`src/rtl/reg_serializer.sv`:
```
// Parallel-in/serial-out readout register: loads a WIDTH-bit word over a valid/ready
// handshake, shifts it out one bit per accepted beat and pulses word_done per word.
module reg_serializer #(
  parameter int WIDTH     = 8,
  parameter bit MSB_FIRST = 1'b1
) (
  input  logic             clk,
  input  logic             rst,
  input  logic             load_valid,
  output logic             load_ready,
  input  logic [WIDTH-1:0] data_in,
  output logic             ser_valid,
  input  logic             ser_ready,
  output logic             ser_out,
  output logic             ser_last,
  output logic             word_done,
  output logic             busy
);

  localparam int CNT_W = (WIDTH > 1) ? $clog2(WIDTH) : 1;
  localparam logic [CNT_W-1:0] LAST_CNT = CNT_W'(WIDTH - 1);

  typedef enum logic {
    IDLE  = 1'b0,
    SHIFT = 1'b1
  } state_t;

  state_t           state, state_nxt;
  logic [WIDTH-1:0] shift_reg, shift_nxt;
  logic [CNT_W-1:0] cnt, cnt_nxt;
  logic             done_nxt;
  logic             in_shift;
  logic             last_bit;
  logic             load_fire;

  // Advance the word one place toward the output end, zero-filled.
  function automatic logic [WIDTH-1:0] shift_step(input logic [WIDTH-1:0] v);
    if (MSB_FIRST)
      shift_step = {v[WIDTH-2:0], 1'b0};
    else
      shift_step = {1'b0, v[WIDTH-1:1]};
  endfunction

  function automatic logic out_bit(input logic [WIDTH-1:0] v);
    if (MSB_FIRST)
      out_bit = v[WIDTH-1];
    else
      out_bit = v[0];
  endfunction

  assign in_shift = (state == SHIFT);
  assign last_bit = in_shift && (cnt == LAST_CNT);

  // A new word may enter while idle, or on the edge that retires the final bit.
  assign load_ready = !rst && (!in_shift || (last_bit && ser_ready));
  assign load_fire  = load_valid && load_ready;

  assign ser_valid = in_shift;
  assign busy      = in_shift;
  assign ser_last  = last_bit;
  assign ser_out   = in_shift && out_bit(shift_reg);

  always_comb begin
    state_nxt = state;
    shift_nxt = shift_reg;
    cnt_nxt   = cnt;
    done_nxt  = 1'b0;
    case (state)
      IDLE: begin
        if (load_fire) begin
          state_nxt = SHIFT;
          shift_nxt = data_in;
          cnt_nxt   = '0;
        end
      end
      SHIFT: begin
        if (ser_ready) begin
          if (last_bit) begin
            done_nxt = 1'b1;
            if (load_fire) begin
              shift_nxt = data_in;
              cnt_nxt   = '0;
            end else begin
              state_nxt = IDLE;
            end
          end else begin
            shift_nxt = shift_step(shift_reg);
            cnt_nxt   = cnt + CNT_W'(1);
          end
        end
      end
      default: state_nxt = IDLE;
    endcase
  end

  always_ff @(posedge clk or posedge rst) begin
    if (rst) begin
      state     <= IDLE;
      shift_reg <= '0;
      cnt       <= '0;
      word_done <= 1'b0;
    end else begin
      state     <= state_nxt;
      shift_reg <= shift_nxt;
      cnt       <= cnt_nxt;
      word_done <= done_nxt;
    end
  end

endmodule

```
`config.mk`:
```
export PLATFORM = sky130hd
export DESIGN_NAME = reg_serializer
export DESIGN_NICKNAME = d
export VERILOG_FILES = /design/src/rtl/reg_serializer.sv
export SDC_FILE = /design/constraint.sdc
export NUM_CORES = 1
export LEC_CHECK = 0
export CORE_MARGIN = 3
export CORE_UTILIZATION = 35
export CTS_CLUSTER_SIZE = 24
export DETAILED_ROUTE_END_ITERATION = 10
export PLACE_DENSITY = 0.72
export SLEW_MARGIN = 25
export SYNTH_ARGS = -nofsm -noshare
export SYNTH_HDL_FRONTEND = slang
export SYNTH_SLANG_ARGS = --single-unit
```
`constraint.sdc`:
```
create_clock -name clk -period 1.9 [get_ports clk]
set_input_delay 0.19 -clock clk [delete_from_list [all_inputs] [get_ports clk]]
set_output_delay 0.19 -clock clk [all_outputs]
set_load 0.05 [all_outputs]
```
# After elaboration in Yosys (flattened, before gate mapping)
# Cells that the tools add are included.
dict set report totals {
  memories 0
  reg_bits 13
  wordCells 31
  output_inout_bits 6
  latch_bits 0
  ram_bits 0
  romBits 0
}
dict set report classes {
  reduce_logical 8
  muxes 15
  n_lt_le_gt_ge 0
  add_sub_neg 1
  shifts 0
  bitwise 1
  div_mod_pow 0
  n_mul 0
  eq_ne 2
}
# operator n
set ops {}
lappend ops {{8-bit two-way mux} 3}
lappend ops {{8-bit one-hot mux with 2 select lines} 1}
lappend ops {{3-bit two-way mux} 3}
lappend ops {{1-bit two-way mux} 6}
lappend ops {{3-bit one-hot mux with 2 select lines} 1}
lappend ops {{1-bit logical AND} 5}
lappend ops {{3-bit by 1-bit adder with 3-bit output (second input constant)} 1}
lappend ops {{3-bit == test (second input constant)} 1}
lappend ops {{1-bit logical NOT} 2}
lappend ops {{2-bit inequality test (second input constant)} 1}
lappend ops {{1-bit one-hot mux with 2 select lines} 1}
lappend ops {{1-bit logical OR} 1}
lappend ops {{1-bit inverter} 1}

# Logic depth before layout (Yosys ltp)
# Gate-level depths: netlist (run 1).
dict set report logic_depth {
  word_depth 10
  ltp_mapped 5
  mapped_depth_nobuf 5
}

# Worst setup path after synthesis (run 1)
# Ideal clock, no wire load.
dict set report synth_path {
  kind {register -> output}
  start {reg state, in the netlist busy}
  end {out load_ready}
  arrival_ps 1560
  path_stages_with_launch 3
  n_path_buf 0
  path_slack_ps 150
  cell_sequence {dfrtp_1 a21boi_2 nor2_1}
}
dict set report synth_between {
  elab_chain_cells 4
}
# item line_no
set synth_rtl {}
lappend synth_rtl {{start, declared} 28} ;# state_t state, state_nxt;
lappend synth_rtl {{start signal, assigned} 103} ;# state <= state_nxt;
lappend synth_rtl {{1-bit logical AND} 52} ;# assign last_bit = in_shift && (cnt == LAST_CNT);
lappend synth_rtl {{1-bit logical AND} 55} ;# assign load_ready = !rst && (!in_shift || (last_bit && ser_ready));
lappend synth_rtl {{1-bit logical OR (*)} 55}
lappend synth_rtl {{1-bit logical AND (*)} 55}
lappend synth_rtl {{end, declared} 10} ;# output logic load_ready,
# Every way passes the cells marked *; elsewhere a longest branch is shown, timed or not.

# Final worst setup path (run 1)
dict set report layout_path {
  start {reg cnt[0]}
  end {out load_ready}
}
dict set report layout_between {
  elab_chain_cells 5
}
# item line_no
set layout_rtl {}
lappend layout_rtl {{start, declared} 30} ;# logic [CNT_W-1:0] cnt, cnt_nxt;
lappend layout_rtl {{start signal, assigned} 105} ;# cnt <= cnt_nxt;
lappend layout_rtl {{3-bit == test} 52}
lappend layout_rtl {{1-bit logical AND} 52}
lappend layout_rtl {{1-bit logical AND} 55}
lappend layout_rtl {{1-bit logical OR} 55}
lappend layout_rtl {{1-bit logical AND} 55}
# No other way between the ends.

==> impl_metrics.toml, run 1 <==
[finish]
fin_cells = 100
fin_nets = 90
n_fill_cell = 158
final_cell_mix = "dfrtp_1, clkdlybuf4s50_1, or2_1, o221a_1, buf_4"
drive_above_1_share = 0.187
final_util = 0.506
fin_area_um2 = 883
largest_reg_flops = 8
insertedDiodeCount = 0
area_delta_synth_final_pct = 33.7
layout_commonest_cell = "dfrtp_1"

[critical_path]
slowest_delay_ns = 0.40
start_kind = "flip-flop"
cp_data_required_time_ns = 1.71
crit_type = "flip-flop to output port"
path_cells = "ha_1, ha_2, a21boi_2, nor2_1, buf_12"
cp_slowest_cell = "dfrtp_1"
cp.arrival_ns = 1.60
critPathCaptureType = "output port"
cp_max_fo = 6

[power]
totalPowerFinal_mw = 1.19
vdd_drop_max_uv = 533
p_leak_nw = 0.364
power.density_nw_per_um2 = 1350

[min_path]
hold_path_class = "input port to asynchronous set/reset pin"

[logic_synthesis]
synthCells = 55
synthMuxAreaShare = 0.0152
synth_warnings = 0
synth_top_family_by_area = "compound AO/OA/AOI/OAI gates"
synth-xor-area-share = 0
synth_nets = 69
synth_area_per_cell_um2 = 12.0
synth.cell_area_um2 = 661
ys_seq_area_frac = 0.492
yosys-top-cells-area = "dfrtp_1, o221a_1, or2_1"
ys_ff_latch = 13
synth_adder_area_share = 0.0379
synth_cell_types = 23
synthSimpleGateAreaFrac = 0.184
synth_top_area_cell = "dfrtp_1"
synth_top_area_frac = 0.492
synth_compound_area_frac = 0.248

[floorplan]
ios = 18
die_area_um2 = 2440
core_um2 = 1750
fp.dieH_um = 49.4
die_w_um = 49.4
start_util = 0.378
fp-row-count = 15

[run_status]
outcome = "finished, final reports clean"

[global_routing]
grt_antenna_before_repair = 0
grt_use_total = 0.118
overflow = 0
grt_pass1_wl_mm = 2.13
grt_max_degree = 14
grt_pass1_vias = 475

[timing]
final_max_slew_viol_count = 0
fin_skew_ns = 0.00410
setup_slack_ns = 0.108
fin_crit_sh = 0.943
period_needed_ns = 1.79
tightest_slew_ns = 0.526
tns_ns = 0
rsz0062_at_grt = "no"
finalSetupViolCount = 0
max_freq_ghz = 0.558
finalHoldViolCount = 0
relSlewSlack = 0.649
whs_ns = 0.309

[clocking]
htreeDepth = 1
clock-sinks = 13
path_clk_slew_ns = 0.09
numCtsBuffers = 3
post_cts_buffers = 0
cts_buffer_depth = 2
clkLatencyLatePin_ns = 0.28
cts_tree = "done"
cts_root_buffer = "clkbuf_4"

[routing]
vias = 491
final_antenna_net_count = 0
drt_iter0_markers = 2
drt-wirelength-per-cell_um = 12.5
drcViolationCount = 0
wl_mm = 1.25
dr.pass1.iters = 4
via_per_inst = 4.91

[place]
port_buffers = 17
place.gp.congestion = 0.696
pre_cts_ws_ns = 0.213
placed_area_um2 = 855
hpwl_um = 888
place_inst = 96

[job]
max_cap_viol_count = 0
==> kinds of logic (layout without fill, tap and decap cells) <==
kind of cell / count (synthesis) / in the layout
simple gates: 20 / 20
compound gates: 16 / 16
flops: 13 / 13
buf+inv: 3 / 23
fa+ha+maj: 2 / 2
mux: 1 / 1
==> worst paths after layout <==
kind	cells past startpoint	end	slack [ns]	from
max	5	load_ready	0.11	cnt[0]
min	2	busy	0.31	rst
max reg2reg	5	shift_reg[1]	0.27	cnt[0]
min reg2reg	1	cnt[0]	0.49	cnt[0]
max in group asynchronous	2	word_done	1.24	rst
min in group clk	3	shift_reg[0]	0.45	data_in[0]
==> where the power goes <==
part	leakage (nW)	switching (mW)	total [mW]	internal (mW)
Clock	0.0150	0.0992	0.181	0.0816
Sequential	0.150	0.0742	0.459	0.385
Combinational	0.199	0.284	0.554	0.270
==> routing by layer <==
layer  share of wire  vias to the layer above  track usage
met5               0                        -            0
met4           0.014                        0       0.0553
met3           0.077                        4       0.0489
met2            0.42                       17        0.161
met1            0.49                      226        0.159
li1                -                      244            -
==> synth_stat cells <==
cell type	instances
a31o_1	2
nand2b_1	1
a21boi_2	1
ha_1	2
nor2_1	1
mux2i_1	1
o21ai_4	1
dfrtp_1	13
o221a_1	7
nand3_1	1
and3_1	1
nand2_2	1
a21oi_1	1
a21bo_2	1
buf_4	1
a22o_1	2
nand2_1	2
inv_1	2
nor2b_1	3
and2_1	2
nand3b_2	1
o211ai_1	1
or2_1	7
==> worst max-delay path: cells and delay by family (launching register included) <==
family          cells  cell delay, ns
buf+inv             1            0.16
compound gates      1            0.23
fa+ha+maj           2            0.42
simple gates        1            0.11
flops               1            0.40
==> timing repair <==
action	4_1_cts	5_1_grt
setup endpoints to repair	0	1
hold buffers	0	0
resized for setup	0	1
==> layout make-up <==
class	instances	area, um2	share of cell area
inverter	2	7.51	0.00850
sequential	13	325	0.368
clock buffer	4	26.3	0.0297
multi-input combinational	39	323	0.365
tap	25	31.3	0.0354
timing repair buffer	17	170	0.193
Power figures use the tool's default switching activity.
==> run 2, diff against run 1 <==
ABC_CLOCK_PERIOD_IN_PS = 1900   (was default)
==> results of run 2 <==
Final layout, timing and power as in run 1 (identical DEF).
==> run 3, diff against run 2 <==
ABC_AREA = 1   (was default)
==> run 3 against run 2 <==
Compared with the run above: synthesized area increased by 3.8%; routed wire length increased by 6.8%; combinational power decreased by 6.7%; maximum frequency decreased by 0.68%; clock skew decreased by 0.0036 ns; final area increased by 3.7%; flip-flop and latch count unchanged; first-iteration DRC count increased to 4.5 times the previous value; global-route usage increased by 0.50 points; hold slack got worse by 0.036 ns; register-to-register slack got worse by 0.03 ns.
==> impl_metrics.toml, run 3 <==
[critical_path]
path_cells = "clkdlybuf4s50_1"
critPathCaptureType = "output port"
crit_type = "flip-flop to output port"
cp_max_fo = 8
r2r_end = "shift_reg[6]"
path_buf_inv = 1
cp.arrival_ns = 1.61
start_kind = "flip-flop"
cp.depth = 1
r2r-start = "cnt[0]"
r2r_slack_ns = 0.24
cp_data_required_time_ns = 1.71
crit_family = "buffers and inverters"
cp_slowest_cell = "clkdlybuf4s50_1"
slowest_delay_ns = 0.85
r2r_cells = 7

[floorplan]
die_area_um2 = 2530
fp.dieH_um = 50.3
die_w_um = 50.3
ios = 18
fp-row-count = 15
start_util = 0.385
core_um2 = 1780

[routing]
dr.pass1.iters = 4
drt-wirelength-per-cell_um = 10.1
final_antenna_net_count = 0
drt_iter0_markers = 9
vias = 581
via_per_inst = 4.40
drcViolationCount = 0
wl_mm = 1.34

[finish]
fin_nets = 122
final_cell_mix = "nand2_1, nor2_1, inv_1, clkdlybuf4s50_1, dfrtp_1"
final_util = 0.514
drive_above_1_share = 0.121
largest_reg_flops = 8
insertedDiodeCount = 0
area_delta_synth_final_pct = 33.6
layout_commonest_cell = "nand2_1"
fin_cells = 132
n_fill_cell = 161

[logic_synthesis]
ys_ff_latch = 13
synth_warnings = 0
synth_nets = 102
synth_commonest_cells = "nand2_1, nor2_1, inv_1"
synth_cell_types = 16
synth.most_common_cell = "nand2_1"
synth_area_per_cell_um2 = 7.79
synth.cell_area_um2 = 686
synth_top_area_cell = "dfrtp_1"
synth_top_area_frac = 0.474
ys_seq_area_frac = 0.474
synthFlopType = "dfrtp_1"
synthCells = 88
yosys-top-cells-area = "dfrtp_1, nand2_1, nor2_1"
synthArstFlopShare = 1.00
synth_edf_count = 0

[clocking]
numCtsBuffers = 3
postCtsResizedCells = 0
htreeDepth = 1
clkLatencyLatePin_ns = 0.28
clock-sinks = 13
path_clk_slew_ns = 0.08
cts_tree = "done"
cts_hold_buf = 0
cts_buffer_depth = 2
post_cts_buffers = 0
cts_root_buffer = "clkbuf_4"

[timing]
rsz0062_at_grt = "no"
relSlewSlack = 0.671
tns_ns = 0
finalSetupViolCount = 0
period_needed_ns = 1.80
max_freq_ghz = 0.554
tightest_slew_ns = 0.492
finalHoldViolCount = 0
final_max_slew_viol_count = 0
setup_slack_ns = 0.0956
fin_skew_ns = 0.000514
fin_crit_sh = 0.950

[job]
max_cap_viol_count = 0

[place]
place.gp.congestion = 0.814
place_inst = 128
pre_cts_ws_ns = 0.236
hpwl_mm = 1.01
port_buffers = 17

[power]
vdd_drop_max_uv = 569
power_frac_seq = 0.389
p_leak_nw = 0.450
comb_power_share = 0.455
totalPowerFinal_mw = 1.14
power.switching_mw = 0.479
switching_share = 0.422
p_int_mw = 0.657
power.density_nw_per_um2 = 1240
p_clk_frac = 0.156

[global_routing]
grt_max_degree = 15
grt_pass1_wl_mm = 2.35
overflow = 0
grt_antenna_before_repair = 0
grt_use_total = 0.123
grt_pass1_vias = 555

[run_status]
outcome = "finished, final reports clean"

[min_path]
hold_path_class = "input port to asynchronous set/reset pin"
-- run 3: cell types whose count changed after synthesis, sizes merged, moves of 3 or more --
cell,before,now
nand2,3,19
o221a,7,0
nand3,1,6
o21ai,1,8
nor2,1,15
inv,2,14
nor2b,3,0
-- run 3: tightest hold or removal path: cells and delay by family --
kind / cells / cell delay [ns]
buffers and inverters: 3 / 0.73
-- run 3: cell families after synthesis --
| logic type | count (synthesis) | share of synthesized area |
|---|---|---|
| DFF | 13 | 0.474 |
| adders and majority gates | 2 | 0.0365 |
| AOI/OAI and AO/OA | 9 | 0.0657 |
| buffers and inverters | 17 | 0.111 |
| and+or+nand+nor | 47 | 0.312 |
-- run 3: per-stage QoR --
step           instance area, um2  hold slack [ns]
4_1_cts                       916            0.268
3_5_place_dp                  888            0.490
6_report                      916            0.273
5_1_grt                       916            0.305
3_3_place_gp                  888            0.490
2_1_floorplan                 686           0.0908
-- run 3: worst max path at each step --
stage                 from      endpoint  slack, ns
global placement    cnt[0]  shift_reg[2]       0.29
detailed placement  cnt[0]  shift_reg[2]       0.24
global route          busy     ser_valid       0.05
finish                busy          busy        0.1
floorplan             busy  shift_reg[0]       0.07
CTS                   busy          busy       0.09
-- run 3: layer usage --
layer  GRT usage  share of wire
met2       0.189           0.45
met3      0.0504          0.072
met1       0.153           0.48
met5           0              0
met4      0.0415              0
-- run 3: power groups by stage --
stage               registers (mW)  logic (mW)  clock network (mW)
finish                       0.442       0.517               0.177
global route                 0.456       0.579               0.190
CTS                          0.443       0.525               0.184
detailed placement           0.449       0.524                   0
global placement             0.448       0.514                   0
floorplan                    0.464       0.355                   0
-- run 3: layout make-up --
class	instances	area (um2)	area share
Tap cell	25	31.3	0.0342
Timing Repair Buffer	18	195	0.213
Multi-Input combinational cell	58	284	0.310
Clock inverter	1	5.00	0.00546
Clock buffer	3	22.5	0.0246
Inverter	14	52.6	0.0574
Sequential cell	13	325	0.355
